File: src/rtl/fpu_arbiter.sv
// rtl/fpu_arbiter.sv - round-robin two-requester issue sequencer for a shared FP add/multiply unit
// Optional timeout/abort path enabled by defining FPU_ARB_TIMEOUT_EN.
module fpu_arbiter #(
   parameter int TIMEOUT_CYCLES = 64
) (
   input  logic        clk,
   input  logic        reset,
   input  logic        req0_valid,
   output logic        req0_ready,
   input  logic        req0_op,
   input  logic [31:0] req0_a,
   input  logic [31:0] req0_b,
   input  logic        req1_valid,
   output logic        req1_ready,
   input  logic        req1_op,
   input  logic [31:0] req1_a,
   input  logic [31:0] req1_b,
   output logic        resp0_valid,
   input  logic        resp0_ready,
   output logic [31:0] resp0_result,
   output logic        resp0_overflow,
   output logic        resp0_error,
   output logic        resp1_valid,
   input  logic        resp1_ready,
   output logic [31:0] resp1_result,
   output logic        resp1_overflow,
   output logic        resp1_error,
   output logic        fpu_start,
   output logic        fpu_op,
   output logic [31:0] fpu_a,
   output logic [31:0] fpu_b,
   input  logic        fpu_done,
   input  logic [31:0] fpu_result,
   input  logic        fpu_overflow,
   output logic        busy
);

   typedef enum logic [1:0] {IDLE, ISSUE, WAIT, RESP} state_t;

   state_t      state, state_nxt;
   logic        last, owner;
   logic        gnt0, gnt1;
   logic        timeout_hit;
   logic [31:0] res_result;
   logic        res_overflow;

`ifdef FPU_ARB_TIMEOUT_EN
   localparam int CNT_W = $clog2(TIMEOUT_CYCLES) + 1;
   localparam logic [CNT_W-1:0] CNT_LAST = CNT_W'(TIMEOUT_CYCLES - 1);

   logic [CNT_W-1:0] cnt;
   logic             res_error;

   // Counter saturates at its last value, so it can never wrap back into range.
   always_ff @(posedge clk or posedge reset) begin
      if (reset) begin
         cnt <= '0;
      end else if (state == ISSUE) begin
         cnt <= '0;
      end else if (state == WAIT && !fpu_done && cnt != CNT_LAST) begin
         cnt <= cnt + CNT_W'(1);
      end
   end

   assign timeout_hit = (state == WAIT) && !fpu_done && (cnt == CNT_LAST);

   always_ff @(posedge clk or posedge reset) begin
      if (reset) begin
         res_error <= 1'b0;
      end else if (state == WAIT && fpu_done) begin
         res_error <= 1'b0;
      end else if (timeout_hit) begin
         res_error <= 1'b1;
      end
   end

   assign resp0_error = res_error;
   assign resp1_error = res_error;
`else
   localparam int unused_timeout_cycles = TIMEOUT_CYCLES;

   assign timeout_hit = 1'b0;
   assign resp0_error = 1'b0;
   assign resp1_error = 1'b0;
`endif

   // On a tie the requester that did not win last time gets the grant.
   assign gnt0 = req0_valid && (!req1_valid || last);
   assign gnt1 = req1_valid && (!req0_valid || !last);

   always_ff @(posedge clk or posedge reset) begin
      if (reset) begin
         state <= IDLE;
      end else begin
         state <= state_nxt;
      end
   end

   always_comb begin
      state_nxt  = state;
      req0_ready = 1'b0;
      req1_ready = 1'b0;
      fpu_start  = 1'b0;
      case (state)
         IDLE: begin
            req0_ready = gnt0;
            req1_ready = gnt1;
            if (gnt0 || gnt1) state_nxt = ISSUE;
         end
         ISSUE: begin
            fpu_start = 1'b1;
            state_nxt = WAIT;
         end
         WAIT: begin
            if (fpu_done || timeout_hit) state_nxt = RESP;
         end
         RESP: begin
            if (owner ? resp1_ready : resp0_ready) state_nxt = IDLE;
         end
         default: state_nxt = IDLE;
      endcase
   end

   always_ff @(posedge clk or posedge reset) begin
      if (reset) begin
         last         <= 1'b1;
         owner        <= 1'b0;
         fpu_op       <= 1'b0;
         fpu_a        <= '0;
         fpu_b        <= '0;
         res_result   <= '0;
         res_overflow <= 1'b0;
      end else begin
         if (state == IDLE && (gnt0 || gnt1)) begin
            owner  <= gnt1;
            last   <= gnt1;
            fpu_op <= gnt1 ? req1_op : req0_op;
            fpu_a  <= gnt1 ? req1_a : req0_a;
            fpu_b  <= gnt1 ? req1_b : req0_b;
         end
         // A completion arriving on the timeout cycle still wins.
         if (state == WAIT && fpu_done) begin
            res_result   <= fpu_result;
            res_overflow <= fpu_overflow;
         end else if (timeout_hit) begin
            res_result   <= 32'h7FC0_0000;
            res_overflow <= 1'b0;
         end
      end
   end

   assign busy           = (state != IDLE);
   assign resp0_valid    = (state == RESP) && !owner;
   assign resp1_valid    = (state == RESP) && owner;
   assign resp0_result   = res_result;
   assign resp1_result   = res_result;
   assign resp0_overflow = res_overflow;
   assign resp1_overflow = res_overflow;

endmodule

File: config.mk
export PLATFORM = sky130hd
export DESIGN_NAME = fpu_arbiter
export DESIGN_NICKNAME = d
export VERILOG_FILES = /design/src/rtl/fpu_arbiter.sv
export SDC_FILE = /design/constraint.sdc
export NUM_CORES = 1
export LEC_CHECK = 0
export CORE_MARGIN = 3
export CORE_UTILIZATION = 25
export DETAILED_ROUTE_END_ITERATION = 12
export GPL_TIMING_DRIVEN = 0
export SLEW_MARGIN = 40
export SYNTH_ARGS = -nofsm -noshare
export SYNTH_HDL_FRONTEND = slang
export SYNTH_SLANG_ARGS = --single-unit
File: constraint.sdc
create_clock -name clk -period 4.4 [get_ports clk]
set_input_delay 0.66 -clock clk [delete_from_list [all_inputs] [get_ports clk]]
set_output_delay 0.66 -clock clk [all_outputs]
set_load 0.005 [all_outputs]
Yosys cells after proc, flatten, opt, wreduce, memory -nomap -nowiden
Index checks and enable logic that the tools add are counted.
Storage, ports and cells
  register bits after elaboration: 102
  output and inout bits: 139
Cells by class
  equal/unequal tests: 6
  muxes and demuxes: 11
  reductions and logical operators: 16
Operators by type and width (count)
  $mux W32: 2
  $pmux W2 S4: 1
  $logic_and A1 B1 Y1: 6
  $mux W2: 3
  $ne A2 B2 Y1 const B: 3
  $mux W1: 5
  $eq A2 B2 Y1 const B: 2
  $logic_not A1 Y1: 4
  $logic_or A1 B1 Y1: 3
  $reduce_and A3 Y1: 1
  $eq A2 B1 Y1 const B: 1
  $logic_not A2 Y1: 1
  $reduce_bool A2 Y1: 1

Logic depth before layout (Yosys ltp)
Gate-level depths: netlist (run 1).
  depth after elaboration: 6
  gate-level depth with buffers: 7
  mapped depth without buffers: 5

Least setup slack after synthesis (run 1)
OpenSTA, ideal clock, no wires.
  kind: in2out
  from: input req1_valid
  to: output req1_ready
  arrival: 1349 ps
  required time: 3740 ps
  slack: 2391 ps
  stages: 5
  buffers on the path: 3
  cells stage by stage: a21bo_1 buf_6 buf_6 buf_6 nor2_1
On the way
  word-level cells in the longest chain between the ends: 2
Ends and longest elaborated chain
  from (decl): line 13  | input logic req1_valid,
  $logic_and A1 B1 Y1: line 89  | assign gnt1 = req1_valid && (!req0_valid || !last);
  $mux W1: line 104  | case (state)
  to (decl): line 14  | output logic req1_ready,
No other way between the ends.

Worst setup path in the final report (run 1)
Same ends and word-level chain as after synthesis.

==> out/results.txt, run 1 <==
Worst Skew: 0.005272 ns
Register bit total from synthesis: 102
Die Span Y: 144.2 um
Post-Route Setup TNS: 0 ns
PwrDens: 625.7 nW/um2
Routed length per instance: 15.82 um
Number of DRC markers in iteration 0: 77
Top Layer Used: met4
Distinct cells, synth: 24
Core area: 18390 um2
RSZ-0062 raised after global routing: false
CP max FO: 10
CTS hold repair buffers: 0
Die Wd: 144.2 um
Warnings from Yosys: 0
Crit-path leading delay family: buffers and inverters
Setup crit end kind: output port
DPL Wire Length: 12840 um
Fin. Hold Viols: 0
Post CTS Setup Buffer Count: 0
First-pass GRT wire length: 23090 um
GR Overflow Total: 0
Initial DRT Pass Iterations: 4
Fin Hold WS: 0.4770 ns
Outcome: finished clean
Netlist area before placement: 4777 um2
Clk_lat worst skew: 0.34 ns
Layout cells sized above 1: 14.50%
Final net count: 916
Vias in the first global route: 4397
Non-Filler Instances: 974
Max incr delay on CP: 0.54 ns
Sequence of cells on the critical path: clkdlybuf4s50_1 > a21bo_1 > buf_6 > buf_6 > buf_6 > nor2_1 > clkdlybuf4s50_1
Final Setup Violations: 0
Vias per std cell: 4.319
N_diodes: 0
Period utilisation layout: 71.27%
Cell mode on critical path: buf_6
Antenna Violating Nets Remaining: 0
CP Launch Type: input port
Initial Util: 25.97%
CTS tree: built
Peak VDD IR: 0.0002621 V
Post-Route M1 WL: 5659 um
H-Tree Depth: 3
CP Buf/Inv Count: 5
Total wire length: 15410 um
Num CTS Buffers: 9
# rows: 49
Full die area: 20800 um2
Setup Crit Path Kind: input port to output port
Placed cell count: 959
Max-cap violations: 0
Reg clk slew, reported paths: 0.06 ns
Io pins: 309
Cells after Synth: 422
Met2 WL post-DR: 8122 um
Pin count of the biggest net entering global routing: 53
All-Layer GR Usage: 14.30%
Area Growth Syn to Fin: 78.16%
Drc violations: 0
WL met3: 1422 um
Fin crit period: 3.136 ns
Final Wtd Congestion: 0.7352
Pleak: 3.815 nW
Fin. max-slew vios: 0
Sequential share of the synthesized area: 53.46%
Slowest CP cell: clkdlybuf4s50_1
Worst EP arrival: 2.48 ns
Vias: 4207
Util after Layout: 46.27%
Clk root buf: clkbuf_16
CP required: 3.74 ns
Initial antenna violation count: 0
Max Clock Freq: 0.3189 GHz
Port Buf Inserts: 306
Synth Area per Inst: 11.32 um2
Min-Delay Path Class: flop to flop
Clk sink count: 102
CTS max path bufs: 2
CTS resizes: 0
## logic make-up (layout without fill, tap and decap cells)
| group | count (synthesis) | count (layout) | share of synthesized area, % |
|---|---|---|---|
| compound gates | 73 | 73 | 7.936 |
| fa+ha+maj | 5 | 5 | 1.310 |
| buf+inv | 67 | 389 | 9.376 |
| flops | 102 | 102 | 53.46 |
| mux | 100 | 100 | 21.84 |
| other cells | 1 | 2 | 0.07850 |
| simple gates | 74 | 74 | 5.998 |
## layout by cell type, fill, tap and decap left out
| cell type | instances |
|---|---|
| a221oi_1 | 1 |
| clkdlybuf4s50_1 | 306 |
| a2bb2oi_1 | 1 |
| buf_6 | 5 |
| nor3b_1 | 1 |
| a21bo_1 | 1 |
| dfstp_2 | 1 |
| o22ai_1 | 1 |
| nand2_1 | 69 |
| mux2_2 | 34 |
| bufinv_16 | 3 |
| clkinvlp_4 | 1 |
| inv_6 | 1 |
| clkbuf_16 | 9 |
| inv_1 | 6 |
| inv_8 | 1 |
| o21ai_0 | 39 |
| a21oi_1 | 2 |
| and2_1 | 1 |
| buf_16 | 1 |
| clkbuf_2 | 2 |
| clkbuf_8 | 1 |
| ha_1 | 5 |
| mux2i_1 | 66 |
| o21ai_1 | 28 |
| clkbuf_1 | 4 |
| buf_4 | 38 |
| nor2b_1 | 1 |
| conb_1 | 2 |
| nor2_1 | 2 |
| buf_2 | 11 |
| dfrtp_1 | 101 |
## layer usage
metal	GRT usage [%]	up-vias
met5	0	-
li1	-	2028
met1	15.77	1972
met2	26.21	189
met3	4.894	18
met4	3.829	0
## stage by stage
stage	total power, mW	setup WS (ns)	instance area, um2
floorplan	2.772	1.066	4781
global placement	4.417	-0.5146	8130
detailed placement	4.498	1.263	8165
CTS	5.437	1.250	8511
global route	5.724	1.163	8511
finish	5.325	1.264	8511
## power by group
group	total, mW	internal, mW	switching [mW]
Sequential	1.70	1.41	0.296
Combinational	2.71	1.76	0.951
Clock	0.913	0.570	0.342
## worst paths after layout
kind	to	from	cells after the start	slack, ns
min reg2reg	fpu_a[16]$_DFFE_PP0P_	fpu_a[16]$_DFFE_PP0P_	2	0.48
max reg2reg	fpu_b[19]$_DFFE_PP0P_	state[0]$_DFFE_PP0P_	6	2.47
min	fpu_a[16]$_DFFE_PP0P_	fpu_a[16]$_DFFE_PP0P_	2	0.48
max	req1_ready	req1_valid	7	1.26
max in group asynchronous	last$_DFFE_PP1P_	reset	3	3.04
min in group asynchronous	resp0_result[22]$_DFFE_PP0P_	reset	2	0.72
## worst register-to-register path, delay by kind of cell (launching register included)
family	cells	cell delay (ns)
compound gates	2	0.34
fa+ha+maj	1	0.26
flops	1	0.40
buf+inv	3	0.79
## cell type report
| type | count | area, um2 |
|---|---|---|
| fill | 1693 | 9882 |
| clock inverter | 5 | 106.4 |
| inverter | 7 | 33.78 |
| buffer | 60 | 421.7 |
| multi-input combinational | 254 | 1779 |
| timing repair buffer | 307 | 3090 |
| clock buffer | 10 | 239.0 |
| tap | 229 | 286.5 |
| sequential | 102 | 2554 |
## synthesized netlist by cell type
cell type	n	area [um2]
o21ai_1	28	140.1
o21ai_0	39	195.2
buf_6	5	56.30
dfstp_2	1	26.28
ha_1	5	62.56
nand2_1	69	259.0
inv_1	7	26.28
nor2_1	2	7.510
and2_1	1	6.260
clkbuf_2	2	10.01
nor3b_1	1	7.510
mux2i_1	66	660.6
mux2_2	34	382.9
a2bb2oi_1	1	8.760
o22ai_1	1	6.260
dfrtp_1	101	2527
a21bo_1	1	10.01
nor2b_1	1	6.260
conb_1	1	3.750
buf_2	11	55.05
a221oi_1	1	8.760
buf_4	38	285.3
a21oi_1	2	10.01
clkbuf_1	4	15.01
## state kept, by name, indices dropped and copies added, names as in the netlist
register	flops
owner	1
last	1
resp0_result	32
fpu_op	1
state	2
resp0_overflow	1
fpu_a	32
fpu_b	32
No activity file was read; power rests on OpenSTA's default activity.
==> run 2: changes to the inputs <==
- clock period: 4.4 -> 3.11 ns (I/O delays scaled with it)
==> out/results.txt, run 2 (synthesis gave the netlist of run 1 again) <==
Max incr delay on CP: 0.56 ns (+0.02 ns)
Total wire length: 15640 um (+1.5%)
Final Setup Violations: 0 (unchanged)
Antenna Violating Nets Remaining: 0 (unchanged)
Core area: 18390 um2 (unchanged)
CTS tree: built
Worst-Margin Slew: 0.4847 ns
PnR worst setup slack: 0.3398 ns (-0.9241 ns)
All-Layer GR Usage: 14.39% (+0.097 points)
Sequence of cells on the critical path: clkdlybuf4s50_1 > a21bo_1 > buf_6 > buf_6 > buf_6 > nor2_1 > clkdlybuf4s50_1
Die Wd: 144.2 um (unchanged)
Full die area: 20800 um2 (unchanged)
Layout cells sized above 1: 14.82% (+0.32 points)
Initial DRT Pass Iterations: 4 (unchanged)
Max Clock Freq: 0.3610 GHz
Fin Hold WS: 0.3894 ns (-0.08759 ns)
Slew margin rel.: 67.35%
Clk root buf: clkbuf_16
Slowest CP cell: clkdlybuf4s50_1
Port Buf Inserts: 306 (unchanged)
Most common cell after layout, fill and taps aside: clkdlybuf4s50_1
Number of DRC markers in iteration 0: 87 (+13%)
Area Growth Syn to Fin: 77.87%
Dpl cell area: 8214 um2 (+0.60%)
Max-cap violations: 0 (unchanged)
CTS hold repair buffers: 0 (unchanged)
Vias: 4216 (+0.21%)
Worst EP arrival: 2.30 ns (-0.18 ns)
Io pins: 309 (unchanged)
Pin count of the biggest net entering global routing: 27 (-49%)
Die Span Y: 144.2 um (unchanged)
Fin. Hold Viols: 0 (unchanged)
Commonest cells after routing, fill and taps aside: clkdlybuf4s50_1, dfrtp_1, nand2_1, mux2i_1, o21ai_0
Worst reg2reg path depth: 6 (unchanged)
Fin area: 8497 um2 (-0.16%)
Final net count: 919 (+0.33%)
Outcome: finished clean
Vias per std cell: 4.311 (-0.20%)
First-pass GRT wire length: 23250 um (+0.66%)
Initial antenna violation count: 0 (unchanged)
Setup Crit Path Kind: input port to output port
Worst Skew: 0.007240 ns (+0.001967 ns)
Routed length per instance: 15.99 um (+1.1%)
Drc violations: 0 (unchanged)
Period utilisation layout: 89.07%
GR Overflow Total: 0 (unchanged)
DPL Wire Length: 13020 um (+1.4%)
Setup WS pre-CTS: 0.3449 ns (-0.9183 ns)
Pleak: 3.810 nW (-0.14%)
Placed cell count: 962 (+0.31%)
H-Tree Depth: 3 (unchanged)
Clk sink count: 102 (unchanged)
Final Wtd Congestion: 0.7634 (+3.8%)
CP max FO: 10 (unchanged)
Num CTS Buffers: 9 (unchanged)
Min-Delay Path Class: input port to async pin
PwrDens: 864.9 nW/um2 (+38%)
Post CTS Setup Buffer Count: 0 (unchanged)
Post-Route Setup TNS: 0 ns (unchanged)
Setup crit end kind: output port
Peak VDD IR: 0.0002953 V (+13%)
Non-Filler Instances: 978 (+0.41%)
Vias in the first global route: 4293 (-2.4%)
RSZ-0062 raised after global routing: false
Reg clk slew, reported paths: 0.07 ns (about the same)
Fin crit period: 2.770 ns
CP Launch Type: input port
Clk_lat worst skew: 0.34 ns (about the same)
CTS max path bufs: 2 (unchanged)
CP required: 2.64 ns (-1.10 ns)
Initial Util: 25.97% (unchanged)
N_diodes: 0 (unchanged)
Fin. max-slew vios: 0 (unchanged)
# rows: 49 (unchanged)
Fill cell count: 1711 (+1.1%)
Cell mode on critical path: buf_6
CTS resizes: 0 (unchanged)
## run 2: changes by cell type in the layout (fill, tap and decap cells not counted), sizes merged
cell and change:
buf +3, clkinv +2, bufinv -3, clkbuf +1
inv +1
## run 2: final timing paths
check / end / slack [ns] / start
min in group clk: fpu_a[2]$_DFFE_PP0P_ / 0.48 / fpu_a[2]$_DFFE_PP0P_
setup reg to reg: fpu_b[17]$_DFFE_PP0P_ / 1.07 / state[0]$_DFFE_PP0P_
hold reg to reg: fpu_a[2]$_DFFE_PP0P_ / 0.48 / fpu_a[2]$_DFFE_PP0P_
max in group asynchronous: last$_DFFE_PP1P_ / 1.86 / reset
hold / removal: resp0_result[15]$_DFFE_PP0P_ / 0.39 / reset
setup / recovery: req1_ready / 0.34 / req1_valid
## run 2: where the power goes
group	switching [mW]	internal (mW)	total (mW)	leakage [nW]
clock	0.514	0.575	1.09	0.141
combinational	1.36	2.49	3.85	2.43
sequential	0.421	1.99	2.41	1.24
total	2.29	5.06	7.35	3.81
## run 2: worst max-delay path, delay by kind of cell
family	cells	cell delay, ns
compound gates	1	0.23
buf+inv	5	1.50
simple gates	1	0.09
## run 2: through the flow
| step | power (mW) | util (%) |
|---|---|---|
| finish | 7.349 | 46.20 |
| global route | 7.899 | 46.20 |
| CTS | 7.495 | 46.20 |
| detailed placement | 6.376 | 44.66 |
| global placement | 6.265 | 44.22 |
| floorplan | 3.922 | - |
## run 2: layer usage
| metal | vias up | global-route usage [%] | share of wire, % |
|---|---|---|---|
| li1 | 2034 | - | - |
| met1 | 1982 | 16.49 | 38 |
| met2 | 190 | 25.36 | 51 |
| met3 | 10 | 5.820 | 9.8 |
| met4 | 0 | 3.142 | 0.97 |
| met5 | - | 0 | 0 |
## run 2: area by class of cell
cell class | instances | area (um2) | area share [%]
plain buffers | 60 | 421.7 | 4.962
clock buffers | 11 | 242.7 | 2.857
clock inverters | 5 | 40.04 | 0.4712
inverters | 7 | 30.03 | 0.3534
multi-input cells | 254 | 1779 | 20.94
flip-flops and latches | 102 | 2554 | 30.05
well taps | 229 | 286.5 | 3.372
repair buffers | 310 | 3143 | 36.99
